### src/rtl/rand_seq_sched_pkg.sv
// Shared types and constants for the random-sequence scheduler.
//   state_e     : scheduler FSM states
//   SEQ_W_DEF   : default width of one random sequence
//   FILL_CYCLES : enabled edges the generator needs to produce one sequence
package rand_seq_sched_pkg;

  typedef enum logic [1:0] {
    StIdle,
    StRestart,
    StFill,
    StDeliver
  } state_e;

  localparam int unsigned SEQ_W_DEF   = 288;
  localparam int unsigned FILL_CYCLES = 511;

endpackage

### src/rtl/rand_seq_sched_rr_arbiter.sv
// Combinational round-robin pick.
// The search starts at i_last_grant + 1 and wraps at NUM_REQ, so the
// requester granted last has the lowest priority.
// Ports:
//   i_req        : request vector
//   i_last_grant : index of the previous grant
//   o_grant      : chosen index (0 when no request is pending)
//   o_any        : at least one request bit is high
module rr_arbiter #(
  parameter int unsigned NUM_REQ = 4,
  parameter int unsigned ID_W    = $clog2(NUM_REQ)
) (
  input  logic [NUM_REQ-1:0] i_req,
  input  logic [ID_W-1:0]    i_last_grant,
  output logic [ID_W-1:0]    o_grant,
  output logic               o_any
);

  logic [ID_W-1:0] w_idx;

  // Walk from the farthest offset to the nearest one, so the nearest
  // pending requester is the last to write and therefore wins.
  always_comb begin
    o_grant = '0;
    o_any   = 1'b0;
    w_idx   = '0;
    for (int unsigned i = NUM_REQ; i >= 1; i--) begin
      w_idx = ID_W'((32'(i_last_grant) + i) % NUM_REQ);
      if (i_req[w_idx]) begin
        o_grant = w_idx;
        o_any   = 1'b1;
      end
    end
  end

endmodule

### src/rtl/rand_seq_sched.sv
// Random-sequence scheduler.
// It shares one external random-sequence generator among NUM_REQ requesters.
// A granted requester gets one freshly generated sequence. Grants rotate
// round-robin. Every output is registered.
// Optional feature: with RAND_SEQ_SCHED_PREFETCH_EN defined, the generator is
// refilled in the background. A request is then served from the parked
// sequence one edge after it is sampled.
// Ports:
//   clk, reset          : clock; synchronous active-high reset
//   req                 : per-requester request level, held until served
//   rsp_valid/rsp_ready : response handshake
//   rsp_id, rsp_seq     : granted requester and its sequence
//   gen_reset_n         : active-low restart pulse to the generator
//   gen_enable          : generator shift enable
//   gen_done, gen_seq   : generator completion flag and sequence
//   busy                : scheduler is not idle
module rand_seq_sched
  import rand_seq_sched_pkg::*;
#(
  parameter int unsigned NUM_REQ = 4,
  parameter int unsigned SEQ_W   = SEQ_W_DEF,
  parameter int unsigned ID_W    = $clog2(NUM_REQ)
) (
  input  logic               clk,
  input  logic               reset,
  input  logic [NUM_REQ-1:0] req,
  output logic               rsp_valid,
  input  logic               rsp_ready,
  output logic [ID_W-1:0]    rsp_id,
  output logic [SEQ_W-1:0]   rsp_seq,
  output logic               gen_reset_n,
  output logic               gen_enable,
  input  logic               gen_done,
  input  logic [SEQ_W-1:0]   gen_seq,
  output logic               busy
);

  state_e           r_state, w_state_d;
  logic [ID_W-1:0]  r_last_grant, w_last_grant_d;
  logic [ID_W-1:0]  r_rsp_id, w_rsp_id_d;
  logic [SEQ_W-1:0] r_rsp_seq, w_rsp_seq_d;
  logic             r_rsp_valid, w_rsp_valid_d;
  logic             r_gen_enable, w_gen_enable_d;
  logic             r_gen_reset_n, w_gen_reset_n_d;
  logic             r_busy;
  logic [ID_W-1:0]  w_grant;
  logic             w_any;

  rr_arbiter #(
    .NUM_REQ (NUM_REQ),
    .ID_W    (ID_W)
  ) u_rr_arbiter (
    .i_req        (req),
    .i_last_grant (r_last_grant),
    .o_grant      (w_grant),
    .o_any        (w_any)
  );

  always_ff @(posedge clk) begin
    if (reset) begin
      r_state <= StIdle;
    end else begin
      r_state <= w_state_d;
    end
  end

  // The outputs are computed for the state being entered, so each one
  // changes on the same edge as the state.
  always_comb begin
    w_state_d       = r_state;
    w_last_grant_d  = r_last_grant;
    w_rsp_id_d      = r_rsp_id;
    w_rsp_seq_d     = r_rsp_seq;
    w_rsp_valid_d   = r_rsp_valid;
    w_gen_enable_d  = 1'b0;
    w_gen_reset_n_d = 1'b1;
    unique case (r_state)
      StIdle: begin
`ifdef RAND_SEQ_SCHED_PREFETCH_EN
        // An idle scheduler with no parked sequence starts a background fill.
        if (!gen_done) begin
          w_state_d       = StRestart;
          w_gen_reset_n_d = 1'b0;
        end else if (w_any) begin
          w_rsp_id_d    = w_grant;
          w_rsp_seq_d   = gen_seq;
          w_rsp_valid_d = 1'b1;
          w_state_d     = StDeliver;
        end
`else
        if (w_any) begin
          w_rsp_id_d      = w_grant;
          w_state_d       = StRestart;
          w_gen_reset_n_d = 1'b0;
        end
`endif
      end
      StRestart: begin
        w_state_d      = StFill;
        w_gen_enable_d = 1'b1;
      end
      StFill: begin
        if (gen_done) begin
`ifdef RAND_SEQ_SCHED_PREFETCH_EN
          // The generator stays parked with gen_done high until a request arrives.
          w_state_d     = StIdle;
`else
          w_rsp_seq_d   = gen_seq;
          w_rsp_valid_d = 1'b1;
          w_state_d     = StDeliver;
`endif
        end else begin
          w_gen_enable_d = 1'b1;
        end
      end
      StDeliver: begin
        if (rsp_ready) begin
          w_last_grant_d = r_rsp_id;
          w_rsp_valid_d  = 1'b0;
`ifdef RAND_SEQ_SCHED_PREFETCH_EN
          w_state_d       = StRestart;
          w_gen_reset_n_d = 1'b0;
`else
          w_state_d       = StIdle;
`endif
        end
      end
      default: w_state_d = StIdle;
    endcase
  end

  always_ff @(posedge clk) begin
    if (reset) begin
      // Requester 0 wins the first arbitration after reset.
      r_last_grant  <= ID_W'(NUM_REQ - 1);
      r_rsp_id      <= '0;
      r_rsp_seq     <= '0;
      r_rsp_valid   <= 1'b0;
      r_gen_enable  <= 1'b0;
      r_gen_reset_n <= 1'b0;
      r_busy        <= 1'b0;
    end else begin
      r_last_grant  <= w_last_grant_d;
      r_rsp_id      <= w_rsp_id_d;
      r_rsp_seq     <= w_rsp_seq_d;
      r_rsp_valid   <= w_rsp_valid_d;
      r_gen_enable  <= w_gen_enable_d;
      r_gen_reset_n <= w_gen_reset_n_d;
      r_busy        <= (w_state_d != StIdle);
    end
  end

  assign rsp_valid   = r_rsp_valid;
  assign rsp_id      = r_rsp_id;
  assign rsp_seq     = r_rsp_seq;
  assign gen_enable  = r_gen_enable;
  assign gen_reset_n = r_gen_reset_n;
  assign busy        = r_busy;

endmodule

### config.mk
export PLATFORM = sky130hd
export DESIGN_NAME = rand_seq_sched
export DESIGN_NICKNAME = d
export VERILOG_FILES = /design/src/rtl/rand_seq_sched_pkg.sv /design/src/rtl/rand_seq_sched_rr_arbiter.sv /design/src/rtl/rand_seq_sched.sv
export SDC_FILE = /design/constraint.sdc
export NUM_CORES = 1
export LEC_CHECK = 0
export BUFFER_PORTS_ARGS = -buffer_cell sky130_fd_sc_hd__buf_2
export CAP_MARGIN = 25
export CORE_AREA = 8 8 221 223
export DETAILED_ROUTE_END_ITERATION = 12
export DIE_AREA = 0 0 229 231
export RECOVER_POWER = 50
export SYNTH_ARGS = -nofsm -noshare
export SYNTH_HDL_FRONTEND = slang
export SYNTH_SLANG_ARGS = --single-unit
### constraint.sdc
create_clock -name clk -period 4.8 [get_ports clk]
set_input_delay 0.48 -clock clk [delete_from_list [all_inputs] [get_ports clk]]
set_output_delay 0.48 -clock clk [all_outputs]
set_load 0.01 [all_outputs]
==> reports/summary.md, run 1 <==
• 15.6 µm — Avg WL per Cell
• 590 — I/O pins
• 1311 — post-synthesis instance total
• 59 — largest fanout of any net on the critical path
• rsp_seq[103] — worst flop-to-flop path endpoint
• 1612 — Synth Net Count
• 0 — number of warning messages in the yosys log
• 57.9% — sequential-to-total area share from yosys stat
• met2 — most used routing layer
• 2471 — Post-Layout Cell Count
• 58900 µm — first-pass GRT wire length
• 7.86 µm² — per-instance average area after synthesis
• 5.30 nW — leakage power summed over all cells
• register to register — category of the critical setup timing path
• finished clean — status
• 0.00810 ns — Post-Route Skew
• 2 — deepest level of the CTS H-tree
• 0 — total grt overflow
• 5.22 ns — required time of the critical path
• input pin to register — classification of the worst-slack hold path
• no — setup repair after global routing missed its margin
• 1.03 ns — transition at the pin with the smallest max-transition slack
• 6 — cell count along the critical path
• 298 — number of clock sinks
• r_state[0] — beginning of the worst register-to-register path
• 0 — number of failing hold endpoints at the final stage
• 0 — number of buffers inserted for hold repair after clock tree synthesis
• dfxtp_1 — Primary FF master, synth
• 28700 µm — DP Wirelength
• dfxtp_1 58%, nand2_1 21%, a21oi_1 14% — main area contributors after synthesis
• register — crit end category
• 0% — fraction of registers with async set or reset after synthesis
• 5.42% — global routing usage on met3
• 154 — largest net degree at the start of global routing
• 5 — length of the first detailed-routing pass in iterations
• rsp_seq[103] — worst setup path endpoint
• 0.210 mV — Worst IR Drop VDD
• 0 ns — Post-Route Setup TNS
• 0 — Post-synth EDFFs
• 0 — residual antenna-violating net count after detailed routing
• 0 — Final setup viols
• 0 — buffers inserted during post-CTS setup optimization
• dfxtp_1 — cell taking the most area after synthesis
• 52900 µm² — overall die area
• 29 — count of distinct cell types in the synthesized netlist
• 2411 — cell total after placement
• 403 — number of DRC markers after the initial detailed-route iteration
• 0.829 — last weighted congestion value of the routability-driven placer
• r_state[0] — startpoint of the most critical setup path
• 298 — flops & latches, synth
• 31.5% — headroom to the max-slew limit
• 6 — Register-to-Register Path Depth
• clkbuf_16 — Root Buffer
• 45100 µm² — Core Footprint
• inv_1, ha_1, and2_4, buf_4, nand2_1, a21oi_1 — cell-by-cell listing of the critical path
• yes — clock tree from TritonCTS
• 2.52 ns — worst reg-to-reg setup slack
• 231 µm — height of the die
• buf_4 — slowest cell on the critical path
• 0.06 ns — clock edge transition at the registers on the reported setup and hold paths
• 2.28 ns — post-layout minimum cycle time
• 0.52 ns — insertion delay of the later-clocked pin in the worst-skew pair
• 10600 — Vias
• 377 nW/µm² — power density over cell area
• 0 — residual DRC count
• 78 — number of cell rows
• 0 — # Max-Cap Violations
• 3 — buffers from clock root to sink, at most
• 0.58 ns — longest individual stage delay on the worst path
• 22.9% — initial standard-cell utilization of the core
• 19.4% — fraction of layout cells with a size suffix above 1
• 14.8% — grt met1 use
• 34 — CTS Buf Count
• 2.71 ns — arrival time at the worst endpoint
• 438 MHz — f_max
• 10300 µm² — combined area of all synthesized cells
• buffers and inverters — Top Family by Delay on Critical Path
• 57.9% — area share of the largest cell type after synthesis
• 47.6% — crit share post-route
• register — kind of start point of the critical path
• 2 — WP buf/inv
• 5 — initial antenna violation count
• 13.6% — Global Route Usage Sum
• 2148 — net count of the finished layout
• 38700 µm — post-detailed-routing wire length
• 0 — Resized Gates After CTS
• 10500 — number of global-route vias before repair
• 40.8% — Layout area overhead
• 23.9% — M2 GR Usage
• 589 — port bufs
• 4.29 — via count normalized by instance count
• 0 — max-slew violation count
• 229 µm — die boundary width
## tightest hold or removal path, delay by kind of cell
kind	cells	cell delay, ns
compound gates	1	0.05
simple gates	1	0.04
buf+inv	1	0.09
## final cells by class
cell class,instances,area [µm²]
Clock buffer,52,1060
Inverter,6,22.5
Antenna cell,2,5.00
Sequential cell,298,5970
Fill cell,4980,30600
Clock inverter,6,55.1
Timing Repair Buffer,597,2720
Tap cell,600,751
Multi-Input combinational cell,910,3930
## metal layers
| layer | up-vias | wire length, µm |
|---|---|---|
| met1 | 4818 | 14900 |
| met3 | 61 | 3580 |
| met5 | - | 50 |
| met4 | 8 | 800 |
| li1 | 5279 | - |
| met2 | 432 | 19400 |
## worst min-delay path by stage
stage                     depth (start not counted)  slack [ns]         endpoint       startpoint
after global routing                              3        0.17     rsp_seq[192]     gen_seq[192]
after floorplan                                   1        0.47  r_last_grant[0]  r_last_grant[0]
after global placement                            2        0.44       rsp_seq[1]       rsp_seq[1]
after detailed placement                          2        0.44     rsp_seq[255]     rsp_seq[255]
after CTS                                         3        0.15     rsp_seq[129]     gen_seq[129]
final                                             3        0.19     rsp_seq[115]     gen_seq[115]
## synth_stat cells, types with 2 or more instances
cell type,number
inv_1,6
nor2_1,6
ha_1,5
buf_1,11
dfxtp_1,298
a211o_1,2
a21oi_1,293
buf_2,27
nor3b_1,2
and3_1,2
clkbuf_1,59
nand2b_1,2
nand2_1,579
o21ai_0,4
## registers in the layout (all words and copies together), names as in the netlist
name	cells
busy	1
rsp_id	2
r_last_grant	2
r_state	2
rsp_valid	1
rsp_seq	288
gen_enable	1
gen_reset_n	1
## metrics by stage
stage / power (W) / worst slack (ns) / hold slack, ns / utilization (%) / instance area [µm²]
CTS: 0.00559 / 2.47 / 0.149 / 33.0 / 14900
finish: 0.00547 / 2.52 / 0.195 / 32.2 / 14500
detailed placement: 0.00298 / 2.50 / 0.445 / 30.5 / 13700
global placement: 0.00298 / 2.58 / 0.438 / 30.5 / 13700
floorplan: 0.00276 / 3.11 / 0.474 / - / 10300
global route: 0.00573 / 2.22 / 0.165 / 32.2 / 14500
## where the power goes
group / internal, W / switching (W) / leakage [nW]
combinational: 0.000151 / 0.000214 / 2.34
sequential: 0.00252 / 0.0000263 / 2.40
clock: 0.00157 / 0.000990 / 0.555
## layout by cell type (no fill, tap or decap), types with 2 or more instances in the layout
master     synthesis  routed
inv_1              6       6
clkbuf_1          59     297
clkinv_2           0       5
o21ai_0            4       4
diode_2            0       2
buf_4              0       3
clkbuf_8           0       8
a21oi_1          293     293
nand2_1          579     578
nand2b_1           2       2
nor3b_1            2       2
buf_2             27     298
nor2_1             6       6
ha_1               5       5
clkbuf_16          0      37
buf_12             0       5
and3_1             2       2
dfxtp_1          298     298
a211o_1            2       2
## logic make-up (layout without fill, tap and decap cells)
family                   Yosys count  after routing  share of synthesized area, %
flip-flops                       298            298                          57.9
buffers and inverters            103            661                          4.08
other                              0              2                             0
adder cells (fa/ha/maj)            5              5                         0.607
AND/OR/NAND/NOR                  599            599                          22.2
AO/OA/AOI/OAI                    306            306                          15.2
(Power assumes the default switching activity.)
==> run 2: changes to the inputs <==
==> constraint.sdc (replaced) <==
create_clock -name clk -period 2.3 [get_ports clk]
set_input_delay 0.23 -clock clk [delete_from_list [all_inputs] [get_ports clk]]
set_output_delay 0.23 -clock clk [all_outputs]
set_load 0.01 [all_outputs]
==> reports/summary.md, run 2 (synthesis results as in run 1) <==
• finished clean — status
• 44000 µm — post-detailed-routing wire length, +14%
• 52900 µm² — overall die area, unchanged
• yes — clock tree from TritonCTS
• 585 — number of DRC markers after the initial detailed-route iteration, +45%
• 2.79 ns — required time of the critical path, -2.43 ns
• 7 — Register-to-Register Path Depth, +1
• 516 MHz — f_max, +18%
• 0.0157 ns — Post-Route Skew, +0.00757 ns
• 80 — largest net degree at the start of global routing, -48%
• 288 — flip-flop count of the largest register, all copies and words added, unchanged
• 67800 µm — first-pass GRT wire length, +15%
• 2478 — net count of the finished layout, +15%
• 0.848 — last weighted congestion value of the routability-driven placer, +2.3%
• input pin to register — classification of the worst-slack hold path
• 0.35 ns — longest individual stage delay on the worst path, -0.23 ns
• 0 — number of failing hold endpoints at the final stage, unchanged
• 0 ns — Post-Route Setup TNS, unchanged
• 45.9% — sequential cell fraction of total power, -0.7 points
• 31 — CTS Buf Count, -8.8%
• 0.632 ns — transition at the pin with the smallest max-transition slack, -0.396 ns
• 18.4% — fraction of layout cells with a size suffix above 1, -1.0 points
• 43.4% — clock power share, -3.4 points
• 10.7% — portion of total power attributed to combinational logic, +4.0 points
• 0.588 mV — Worst IR Drop VDD, +180%
• 4 — initial antenna violation count, -1
• 229 µm — die boundary width, unchanged
• 57.9% — headroom to the max-slew limit, +26 points
• 78 — number of cell rows, unchanged
• 0.0603 ns — final-layout worst hold slack, -0.134 ns
• 0.427 ns — DP Worst Slack, -2.07 ns
• clkbuf_16 — Root Buffer
• 298 — number of clock sinks, unchanged
• dfxtp_1 — slowest cell on the critical path
• register — kind of start point of the critical path
• 5 — length of the first detailed-routing pass in iterations, unchanged
• 0 — total grt overflow, unchanged
• 578 x nand2_1, 298 x dfxtp_1, 298 x clkbuf_1, 298 x buf_2, 293 x a21oi_1 — most frequent cells in the layout
• 30700 µm — DP Wirelength, +6.8%
• 589 — port bufs, unchanged
• 0 — Resized Gates After CTS, unchanged
• register — crit end category
• inv_1, ha_1, and2_4, buf_12, buf_12, nand2_1, a21oi_1 — cell-by-cell listing of the critical path
• 0 — # Max-Cap Violations, unchanged
• 289 — number of buffers inserted for hold repair after clock tree synthesis, +289
• 12600 — number of global-route vias before repair, +20%
• 0 — Final setup viols, unchanged
• buf_12 — dominant cell type by count on the critical path
• 43 — largest fanout of any net on the critical path, -27%
• 2.42 ns — arrival time at the worst endpoint, -0.29 ns
• 590 — I/O pins, unchanged
• nand2_1 — commonest non-fill, non-tap cell in the layout
• 6.71 nW — leakage power summed over all cells, +27%
• 3 — hold path cells, unchanged
• 12200 — Vias, +16%
• 22.9% — initial standard-cell utilization of the core, unchanged
• 4.37 — via count normalized by instance count, +1.8%
• 1.94 ns — post-layout minimum cycle time, -0.346 ns
• 0 — residual antenna-violating net count after detailed routing, unchanged
• 1 — deepest level of the CTS H-tree, -1
• 654 nW/µm² — power density over cell area, +73%
• 0 — residual DRC count, unchanged
• no — setup repair after global routing missed its margin
• 0.00892 W — Internal Dissipation, +110%
• 45100 µm² — Core Footprint, unchanged
• 0 — buffers inserted during post-CTS setup optimization, unchanged
• 3 — buffers from clock root to sink, at most, unchanged
• 0 — max-slew violation count, unchanged
• 23.0% — fraction of power spent switching nets, +0.56 points
• register to register — category of the critical setup timing path
• 0.57 ns — insertion delay of the later-clocked pin in the worst-skew pair, +0.05 ns
• 0.00267 W — Switch Pwr, +120%
• 84.3% — crit share post-route, +37 points
• 0.361 ns — final critical-path setup slack, -2.15 ns
• 15.7 µm — Avg WL per Cell, +0.38%
• 0.07 ns — clock edge transition at the registers on the reported setup and hold paths, about the same
• 15.3% — Global Route Usage Sum, +1.8 points
• 72.0% — Layout area overhead
• 231 µm — height of the die, unchanged
[run 2: layout make-up]
| type | instances | area [µm²] |
|---|---|---|
| multi-input cells | 910 | 3930 |
| clock buffers | 48 | 930 |
| repair buffers | 930 | 6030 |
| fillers | 4518 | 27400 |
| well taps | 600 | 751 |
| inverters | 6 | 22.5 |
| diodes | 3 | 7.51 |
| clock inverters | 8 | 90.1 |
| flip-flops and latches | 298 | 5970 |
[run 2: power groups by stage]
| stage | sequential [W] | clock (W) | combinational [W] |
|---|---|---|---|
| 5_1_grt | 0.00533 | 0.00540 | 0.00134 |
| 3_5_place_dp | 0.00543 | 0 | 0.000853 |
| 2_1_floorplan | 0.00547 | 0 | 0.000292 |
| 4_1_cts | 0.00532 | 0.00517 | 0.00125 |
| 3_3_place_gp | 0.00543 | 0 | 0.000841 |
| 6_report | 0.00532 | 0.00503 | 0.00124 |
[run 2: routing by layer]
metal | vias to the layer above | GRT usage, % | share of wire, %
li1 | 5939 | - | -
met1 | 5638 | 16.4 | 38
met2 | 550 | 27.6 | 50
met3 | 114 | 4.72 | 8.6
met4 | 2 | 6.73 | 3.7
met5 | - | 0 | 0.027
[run 2: critical path: cells and delay by family (launching register included)]
kind,cells,cell delay [ns]
AO/OA/AOI/OAI,1,0.15
adder cells (fa/ha/maj),1,0.33
buffers and inverters,3,0.60
flip-flops,1,0.35
AND/OR/NAND/NOR,2,0.37
[run 2: worst paths after layout]
path	startpoint	to	slack, ns
worst max-delay path	r_state[0]	rsp_seq[110]	0.36
worst max register to register	r_state[0]	rsp_seq[110]	0.36
worst min register to register	rsp_seq[156]	rsp_seq[156]	0.45
worst min-delay path	req[2]	rsp_id[1]	0.06
[run 2: per-stage QoR]
stage                     total power, W  area, µm²  std cells  utilization (%)
after global placement           0.00627      14200       2455             31.4
after detailed placement         0.00628      14200       2455             31.4
after global routing              0.0121      17700       2803             39.3
final                             0.0116      17700       2803             39.3
after CTS                         0.0117      18100       2800             40.1
after floorplan                  0.00576      10300       1311                -
==> run 3: changes to the inputs <==
==> constraint.sdc (replaced) <==
create_clock -name clk -period 1.8 [get_ports clk]
set_input_delay 0.18 -clock clk [delete_from_list [all_inputs] [get_ports clk]]
set_output_delay 0.18 -clock clk [all_outputs]
set_load 0.01 [all_outputs]
==> reports/summary.md, run 3 (synthesis results as in run 1) <==
• 0 ns — Post-Route Setup TNS, unchanged
• 0.601 mV — Worst IR Drop VDD, +2.2%
• 578 x nand2_1, 298 x dfxtp_1, 297 x buf_2 — most frequent cells in the layout
• 12400 — Vias, +1.6%
• 45100 µm² — Core Footprint, unchanged
• 70.8% — headroom to the max-slew limit, +13 points
• 68900 µm — first-pass GRT wire length, +1.5%
• 0 — total grt overflow, unchanged
• 866 nW/µm² — power density over cell area, +32%
• 231 µm — height of the die, unchanged
• 298 — number of clock sinks, unchanged
• 78 — number of cell rows, unchanged
• 2811 — Post-Layout Cell Count, +0.29%
• dfxtp_1 — slowest cell on the critical path
• nand2_1 — commonest non-fill, non-tap cell in the layout
• 52900 µm² — overall die area, unchanged
• no — setup repair after global routing missed its margin
• 0 — residual DRC count, unchanged
• 3 — WP buf/inv, unchanged
• 3 — hold path cells, unchanged
• 45000 µm — post-detailed-routing wire length, +2.3%
• 0 — number of failing hold endpoints at the final stage, unchanged
• 5970 µm² — register area, unchanged
• 604 — number of DRC markers after the initial detailed-route iteration, +3.2%
• clkbuf_16 — Root Buffer
• 39.9% — Layout Utilization, +0.54 points
• 56 — largest net degree at the start of global routing, -30%
• 0 — buffers inserted during post-CTS setup optimization, unchanged
• 10.3% — portion of total power attributed to combinational logic, -0.4 points
• 0 — Final setup viols, unchanged
• 2460 — cell total after placement, +0.20%
• 0.06 ns — clock edge transition at the registers on the reported setup and hold paths, about the same
• 31000 µm — DP Wirelength, +1.1%
• 2 — deepest level of the CTS H-tree, +1
• 0.0156 W — total power consumption of the routed design, +34%
• 1.68 ns — post-layout minimum cycle time, -0.257 ns
• 16.0 µm — Avg WL per Cell, +2.0%
• 0.858 — last weighted congestion value of the routability-driven placer, +1.2%
• 6.81 nW — leakage power summed over all cells, +1.5%
• 2.12 ns — arrival time at the worst endpoint, -0.30 ns
• buf_12 — dominant cell type by count on the critical path
• 93.4% — crit share post-route, +9.1 points
• 74.4% — Layout area overhead
• 4559 — FILL cells, +0.91%
• 12700 — number of global-route vias before repair, +0.68%
• register — kind of start point of the critical path
• 0.438 ns — transition at the pin with the smallest max-transition slack, -0.194 ns
• 3 — buffers from clock root to sink, at most, unchanged
• 0 — # Max-Cap Violations, unchanged
• 15.8% — Global Route Usage Sum, +0.49 points
• buffers and inverters — Top Family by Delay on Critical Path
• 2 — initial antenna violation count, -2
• 229 µm — die boundary width, unchanged
• 19.0% — fraction of layout cells with a size suffix above 1, +0.60 points
• 0 — residual antenna-violating net count after detailed routing, unchanged
• 2485 — net count of the finished layout, +0.28%
• 0.0404 ns — final-layout worst hold slack, -0.0199 ns
• 590 — I/O pins, unchanged
• 7 — Register-to-Register Path Depth, unchanged
• 0.00776 ns — Post-Route Skew, -0.00792 ns
• 0.52 ns — insertion delay of the later-clocked pin in the worst-skew pair, -0.05 ns
• 3930 µm² — Multi-input gate area, about the same
• 0.35 ns — longest individual stage delay on the worst path, about the same
• 0.00353 W — Switch Pwr, +32%
• 595 MHz — f_max, +15%
• 7 — length of the first detailed-routing pass in iterations, +2
• register to register — category of the critical setup timing path
• 288 — flip-flop count of the largest register, all copies and words added, unchanged
• register — crit end category
• yes — clock tree from TritonCTS
• 22.7% — fraction of power spent switching nets, -0.33 points
• 43.7% — sequential cell fraction of total power, -2.2 points
• 22.9% — initial standard-cell utilization of the core, unchanged
• 31 — largest fanout of any net on the critical path, -28%
• 7 — cell count along the critical path, unchanged
• inv_1, ha_2, and2_4, buf_12, buf_12, nand2_1, a21oi_1 — cell-by-cell listing of the critical path
• 34 — CTS Buf Count, +9.7%
• 0 — max-slew violation count, unchanged
• input pin to register — classification of the worst-slack hold path
• finished clean — status
• 0.0120 W — Internal Dissipation, +35%
• 46.0% — clock power share, +2.6 points
• 4.43 — via count normalized by instance count, +1.3%
• 589 — port bufs, unchanged
• 2.24 ns — required time of the critical path, -0.55 ns
## run 3: layer usage
metal | routed length (µm) | GRT usage (%) | vias up
met5 | 13 | 0 | -
met3 | 3920 | 5.20 | 137
met2 | 22100 | 27.9 | 626
met1 | 17100 | 16.9 | 5717
met4 | 1970 | 7.67 | 2
li1 | - | - | 5959
## run 3: cell type report
| cell class | count | share of cell area [%] |
|---|---|---|
| tap | 600 | 4.18 |
| timing repair buffer | 934 | 34.0 |
| sequential | 298 | 33.2 |
| clock inverter | 15 | 0.891 |
| multi-input combinational | 910 | 21.9 |
| inverter | 6 | 0.125 |
| clock buffer | 47 | 5.70 |
| antenna | 1 | 0.0139 |
## run 3: power by group through the flow
stage | sequential [W] | clock, W | combinational, W
floorplan | 0.00699 | 0 | 0.000374
global placement | 0.00693 | 0 | 0.00109
detailed placement | 0.00694 | 0 | 0.00111
CTS | 0.00679 | 0.00736 | 0.00161
global route | 0.00681 | 0.00764 | 0.00173
finish | 0.00680 | 0.00715 | 0.00160
## run 3: final timing paths
kind,start,endpoint,slack [ns]
worst max-delay path,r_state[0],rsp_seq[134],0.12
worst min-delay path,gen_seq[135],rsp_seq[135],0.04
worst max register to register,r_state[0],rsp_seq[134],0.12
worst min register to register,rsp_seq[284],rsp_seq[284],0.45
## run 3: tightest hold or removal path, cell delays in order
cell and delay (ns):
buf_2 0.10, nand2_1 0.14, a21oi_1 0.08
## run 3: repair_timing
| action | 4_1_cts | 5_1_grt |
|---|---|---|
| hold buffers | 288 | 0 |
| endpoints found under the hold margin | 289 | 0 |
| endpoints found under the setup margin | 0 | 25 |
| gates resized for setup | 0 | 2 |
## run 3: stage by stage
step           worst slack (ns)  instance area (µm²)
2_1_floorplan             0.105                10300
3_3_place_gp              0.162                14300
3_5_place_dp              0.109                14300
4_1_cts                  0.0830                18300
5_1_grt                  0.0157                18000
6_report                  0.118                18000
